File: config.mk
export PLATFORM = sky130hd
export DESIGN_NAME = board_led_scanner_flat
export DESIGN_NICKNAME = d
export VERILOG_FILES = /design/src/rtl/board_led_scanner_if.sv /design/src/rtl/board_led_scanner.sv /design/src/flat_wrapper.sv
export SDC_FILE = /design/constraint.sdc
export NUM_CORES = 1
export LEC_CHECK = 0
export CORE_MARGIN = 2
export CORE_UTILIZATION = 58
export CTS_BUF_LIST = sky130_fd_sc_hd__clkbuf_16
export CTS_CLUSTER_SIZE = 8
export DETAILED_ROUTE_END_ITERATION = 16
export PLACE_DENSITY = 0.87
export SYNTH_ARGS = -nofsm -noshare
export SYNTH_HDL_FRONTEND = slang
export SYNTH_SLANG_ARGS = --single-unit
File: constraint.sdc
create_clock -name clk -period 3.8 [get_ports clk]
set_clock_uncertainty 0.2 [all_clocks]
set_input_delay 0.76 -clock clk [delete_from_list [all_inputs] [get_ports clk]]
set_output_delay 0.76 -clock clk [all_outputs]
set_load 0.02 [all_outputs]
File: src/rtl/board_led_scanner_if.sv
// Display-side bundle between the connect-four datapath and the LED matrix scanner.
// master = board state producer / LED consumer, slave = the scanner.
interface board_led_scanner_if;
    logic [15:0] gameboard;
    logic [15:0] player_cells;
    logic [1:0]  game_status;
    logic [3:0]  row_sel;
    logic [3:0]  col_red;
    logic [3:0]  col_green;
    logic        frame_start;

    modport master (
        output gameboard,
        output player_cells,
        output game_status,
        input  row_sel,
        input  col_red,
        input  col_green,
        input  frame_start
    );

    modport slave (
        input  gameboard,
        input  player_cells,
        input  game_status,
        output row_sel,
        output col_red,
        output col_green,
        output frame_start
    );
endinterface

File: src/rtl/board_led_scanner.sv
// Time-multiplexed 4x4 bicolour LED scanner with per-frame board snapshot and win/draw blink.
// Optional macro SCAN_BLANKING_EN blanks row/column drive for the first TICK_DIV/8 clocks of each row.
module board_led_scanner #(
    parameter int unsigned TICK_DIV     = 50000,
    parameter int unsigned BLINK_FRAMES = 64
) (
    input  logic                clk,
    input  logic                reset,
    board_led_scanner_if.slave  bus
);

    localparam int unsigned CELLS  = 16;
    localparam int unsigned COLS   = 4;
    localparam int unsigned ROW_W  = 2;
    localparam int unsigned PCNT_W = (TICK_DIV > 1) ? $clog2(TICK_DIV) : 1;
    localparam int unsigned BCNT_W = (BLINK_FRAMES > 1) ? $clog2(BLINK_FRAMES) : 1;

    localparam logic [PCNT_W-1:0] PCNT_LAST = PCNT_W'(TICK_DIV - 1);
    localparam logic [BCNT_W-1:0] BCNT_LAST = BCNT_W'(BLINK_FRAMES - 1);
    localparam logic [ROW_W-1:0]  ROW_LAST  = ROW_W'(3);

    localparam logic [1:0] ST_P1_WON = 2'b01;
    localparam logic [1:0] ST_P2_WON = 2'b10;
    localparam logic [1:0] ST_DRAW   = 2'b11;

    logic [PCNT_W-1:0] pcnt;
    logic [ROW_W-1:0]  row;
    logic [BCNT_W-1:0] bcnt;
    logic              blink_phase;
    logic              live;
    logic [CELLS-1:0]  sh_board;
    logic [CELLS-1:0]  sh_owner;
    logic [1:0]        sh_status;

    logic              tick_c;
    logic              frame_edge_c;
    logic              blank_c;
    logic              vis_red_c;
    logic              vis_green_c;
    logic [CELLS-1:0]  red_cells_c;
    logic [CELLS-1:0]  green_cells_c;
    logic [COLS-1:0]   row_red_c;
    logic [COLS-1:0]   row_green_c;

    assign tick_c       = (pcnt == PCNT_LAST);
    assign frame_edge_c = tick_c && (row == ROW_LAST);

`ifdef SCAN_BLANKING_EN
    localparam logic [PCNT_W-1:0] BLANK_LEN = PCNT_W'(TICK_DIV / 8);
    assign blank_c = (pcnt < BLANK_LEN);
`else
    assign blank_c = 1'b0;
`endif

    // Visible mask and active-row column data, derived from the snapshot only
    always_comb begin
        vis_red_c     = 1'b1;
        vis_green_c   = 1'b1;
        red_cells_c   = sh_board & ~sh_owner;
        green_cells_c = sh_board & sh_owner;
        if (blink_phase) begin
            if (sh_status == ST_P1_WON || sh_status == ST_DRAW) begin
                vis_red_c = 1'b0;
            end
            if (sh_status == ST_P2_WON || sh_status == ST_DRAW) begin
                vis_green_c = 1'b0;
            end
        end
        row_red_c   = red_cells_c[{row, 2'b00} +: COLS] & {COLS{vis_red_c}};
        row_green_c = green_cells_c[{row, 2'b00} +: COLS] & {COLS{vis_green_c}};
    end

    // Prescaler, row scan, frame snapshot, blink timer and registered outputs
    always_ff @(posedge clk) begin
        if (reset) begin
            pcnt            <= '0;
            row             <= ROW_LAST;
            bcnt            <= '0;
            blink_phase     <= 1'b0;
            live            <= 1'b0;
            sh_board        <= '0;
            sh_owner        <= '0;
            sh_status       <= '0;
            bus.row_sel     <= '0;
            bus.col_red     <= '0;
            bus.col_green   <= '0;
            bus.frame_start <= 1'b0;
        end else begin
            pcnt <= tick_c ? '0 : pcnt + PCNT_W'(1);

            if (tick_c) begin
                row  <= row + ROW_W'(1);
                live <= 1'b1;
            end

            if (frame_edge_c) begin
                sh_board  <= bus.gameboard;
                sh_owner  <= bus.player_cells;
                sh_status <= bus.game_status;
                if (bcnt == BCNT_LAST) begin
                    bcnt        <= '0;
                    blink_phase <= ~blink_phase;
                end else begin
                    bcnt <= bcnt + BCNT_W'(1);
                end
            end

            // Output stage lags the counters by one clock; row 0 entry is pcnt==0 with row==0
            bus.frame_start <= live && (row == '0) && (pcnt == '0);

            if (!live || blank_c) begin
                bus.row_sel   <= '0;
                bus.col_red   <= '0;
                bus.col_green <= '0;
            end else begin
                bus.row_sel   <= COLS'(1) << row;
                bus.col_red   <= row_red_c;
                bus.col_green <= row_green_c;
            end
        end
    end

endmodule

File: src/flat_wrapper.sv
// flat-port wrapper written by rule: the top's interface ports become plain ports
module board_led_scanner_flat 
#(
    parameter int unsigned TICK_DIV     = 50000,
    parameter int unsigned BLINK_FRAMES = 64
)
  (clk, reset, bus_gameboard, bus_player_cells, bus_game_status, bus_row_sel, bus_col_red, bus_col_green, bus_frame_start);
  board_led_scanner_if bus_i ();
  input  logic clk;
  input  logic reset;
  input wire logic [$bits(bus_i.gameboard)-1:0] bus_gameboard;
  input wire logic [$bits(bus_i.player_cells)-1:0] bus_player_cells;
  input wire logic [$bits(bus_i.game_status)-1:0] bus_game_status;
  output wire logic [$bits(bus_i.row_sel)-1:0] bus_row_sel;
  output wire logic [$bits(bus_i.col_red)-1:0] bus_col_red;
  output wire logic [$bits(bus_i.col_green)-1:0] bus_col_green;
  output wire logic [$bits(bus_i.frame_start)-1:0] bus_frame_start;
  assign bus_i.gameboard = bus_gameboard;
  assign bus_i.player_cells = bus_player_cells;
  assign bus_i.game_status = bus_game_status;
  assign bus_row_sel = bus_i.row_sel;
  assign bus_col_red = bus_i.col_red;
  assign bus_col_green = bus_i.col_green;
  assign bus_frame_start = bus_i.frame_start;
  board_led_scanner #(.TICK_DIV(TICK_DIV), .BLINK_FRAMES(BLINK_FRAMES)) u_core (.clk(clk), .reset(reset), .bus(bus_i));
endmodule
==> metrics.md <==
| Metric | Value |
|---|---|
| Bufs on Longest Clock Path | `2` |
| Post-Synth XOR/XNOR Area | `3.76%` |
| Worst Setup SP | `u_core.pcnt[0]` |
| Crit path required time | `3810 ps` |
| Post-synthesis compound-gate area fraction | `20.3%` |
| Core box area | `5470 µm²` |
| Post-DRT Antenna Nets | `0` |
| Status | `completed` |
| RSZ-0062 raised after global routing | `no` |
| Max transition margin | `48.5%` |
| Commonest non-fill, non-tap cell in the layout | `dfxtp_1` |
| Leakage power | `1.38 nW` |
| Design Area, Final | `4030 µm²` |
| Fin nets | `464` |
| Final Hold Vio Count | `0` |
| Worst min-delay path class | `reg -> reg` |
| Initial Util | `59.5%` |
| Synth area leader | `dfxtp_1` |
| P per Cell Area | `402 nW/µm²` |
| Sequential area share after synthesis | `44.9%` |
| R2r startpoint | `u_core.pcnt[0]` |
| EDFF count, synth | `0` |
| Min Clock Period, post-route | `2590 ps` |
| Synth Flop Type | `dfxtp_1` |
| Worst setup EP type | `flip-flop` |
| Synth Area in Simple Gates | `22.7%` |
| DR iter-0 viols | `384` |
| Layout cells sized above 1 | `6.07%` |
| Syn Nets | `427` |
| Register area | `1460 µm²` |
| HP Start | `u_core.pcnt[0]` |
| Chip width | `79.0 µm` |
| Grt met3 use | `6.25%` |
| Drt first pass iters | `5` |
| Mux share of post-synthesis cell area | `0.691%` |
| CP Class | `reg -> reg` |
| Routed vias/inst | `6.16` |
| Rows | `27` |
| Wirelength per Cell | `16.5 µm` |
| Most frequent cells in the layout | `dfxtp_1, clkdlybuf4s50_1, nand3_1, o21ai_0, a21oi_1` |
| CP Launch Type | `flip-flop` |
| First-pass GRT wire length | `13100 µm` |
| Gr busiest metal | `met2` |
| Antenna cells | `0` |
| Setup TNS | `0 ps` |
| Clock slew at reported path FFs | `50 ps` |
| Main combinational cell family by area after synthesis | `simple AND/OR/NAND/NOR gates` |
| Routed vias | `3078` |
| Met1 usage | `35.4%` |
| Fillers | `392` |
| Min-Delay Path Depth | `1` |
| Post-CTS Setup Inserts | `0` |
| Layout area overhead | `23.5%` |
| Clock insertion delay at the later pin of the skew report | `330 ps` |
| Reg2Reg Depth | `6` |
| Hold Path End | `u_core.pcnt[0]` |
| Syn Area/Cell | `8.44 µm²` |
| Ys async rst share | `0%` |
| CTS HTree Levels | `3` |
| Placed wire-length estimate | `5420 µm` |
| Max Slew Vio Count | `0` |
| Library cells used by synthesis | `43` |
| CTS Root Cell | `clkbuf_16` |
| TritonCTS clock tree | `done` |
| Detailed Route WL | `8260 µm` |
| Area of the die | `6230 µm²` |
| Critical Path AT | `2590 ps` |
| Yosys reg bits | `73` |
| Die extent in y | `79.0 µm` |
| Placed cell area | `3740 µm²` |
| Top post-synthesis cells by area | `dfxtp_1, nand3_1, a21oi_1` |
| Final setup fails | `0` |
| Post-Synthesis Cells | `386` |
| Initial antenna violation count | `0` |
| Num CTS Buffers | `9` |
| Final period util | `68.1%` |
| Yosys warns | `0` |
| # Max-Cap Violations | `0` |
| Pin count of the biggest net entering global routing | `42` |
| Hold buffer count at CTS | `0` |
| Cell Area, Synth | `3260 µm²` |
| GRT met2 Usage | `43.6%` |
| Gr ovfl total | `0` |
| RePlAce Congestion | `0.840` |
| Hold WS | `279 ps` |
| GRT Overall Usage | `27.2%` |
| DRC violations left | `0` |
| Fmax | `386 MHz` |
| Sink Count | `73` |
| Peak fanout along the critical path | `19` |
| Vias in the first global route | `2689` |
| I/O Buffers | `48` |
| I/O pins | `49` |
| Post-CTS Resized | `0` |
| Adder-cell share of the synthesized area | `1.92%` |
| R2R Path End | `u_core.bcnt[5]` |
| R2R setup slack | `1210 ps` |
| Area of the multi-input gates | `1610 µm²` |
| Worst-Margin Slew | `771 ps` |
| Share of the synthesized area in the top cell type | `44.9%` |
| VDD IR-drop max | `0.236 mV` |
metrics by stage:
step           power, mW  setup WS (ps)  utilization [%]  instances
2_1_floorplan      0.804           1710                -        386
3_3_place_gp       0.844           1150             68.4        484
3_5_place_dp       0.845           1140             68.4        484
4_1_cts             1.63           1220             73.5        500
5_1_grt             1.67           1050             73.5        500
6_report            1.62           1210             73.5        500
kinds of logic (layout without fill, tap and decap cells):
logic type | count (synthesis) | count (layout)
mux | 2 | 2
flops | 73 | 73
compound gates | 110 | 110
simple gates | 139 | 139
fa+ha+maj | 5 | 5
xor+xnor | 14 | 14
buf+inv | 43 | 85
cell usage after synthesis, drive strengths merged (6+ instances only):
cell    number
buf          9
a21oi       40
nor3         8
xnor2       13
nor2        32
nand3       44
o21ai       40
and3        12
nand2       18
inv         14
nor4         6
clkbuf      20
dfxtp       73
routing by layer:
metal	vias to the layer above	part of all wire [%]
met4	0	2.7
met3	24	8.1
met1	1431	43
met2	158	47
met5	-	0
li1	1465	-
worst max-delay path by stage:
stage                    endpoint  slack [ps]
2_1_floorplan  u_core.blink_phase        1710
3_3_place_gp       u_core.bcnt[4]        1150
3_5_place_dp       u_core.bcnt[4]        1140
4_1_cts            u_core.bcnt[5]        1220
5_1_grt            u_core.bcnt[5]        1050
6_report           u_core.bcnt[5]        1210
where the power goes:
group / internal (mW) / total [mW] / switching [mW]
Sequential: 0.769 / 0.772 / 0.00345
Clock: 0.495 / 0.789 / 0.294
Combinational: 0.0370 / 0.0573 / 0.0203
state kept, by name, summed over array words and instances, names as in the netlist:
signal / flops
u_core.bcnt: 6
u_core.blink_phase: 1
u_core.bus.col_green: 4
u_core.bus.col_red: 4
u_core.bus.frame_start: 1
u_core.bus.row_sel: 4
u_core.live: 1
u_core.pcnt: 16
u_core.row: 2
u_core.sh_board: 16
u_core.sh_owner: 16
u_core.sh_status: 2
final cells by class:
type                            instances  area share [%]
Multi-Input combinational cell        270            39.9
Sequential cell                        73            36.3
Timing Repair Buffer                   55            13.2
Clock buffer                            9            5.60
Tap cell                               72            2.24
Clock inverter                          7            1.37
Inverter                               14            1.31
worst max-delay path, stage by stage, from the launching register on:
cell	delay (ps)
dfxtp_1	390
ha_1	250
nand3_4	150
nor3_4	680
buf_4	330
a31oi_1	90
a2111oi_0	370
(Power assumes the default switching activity.)
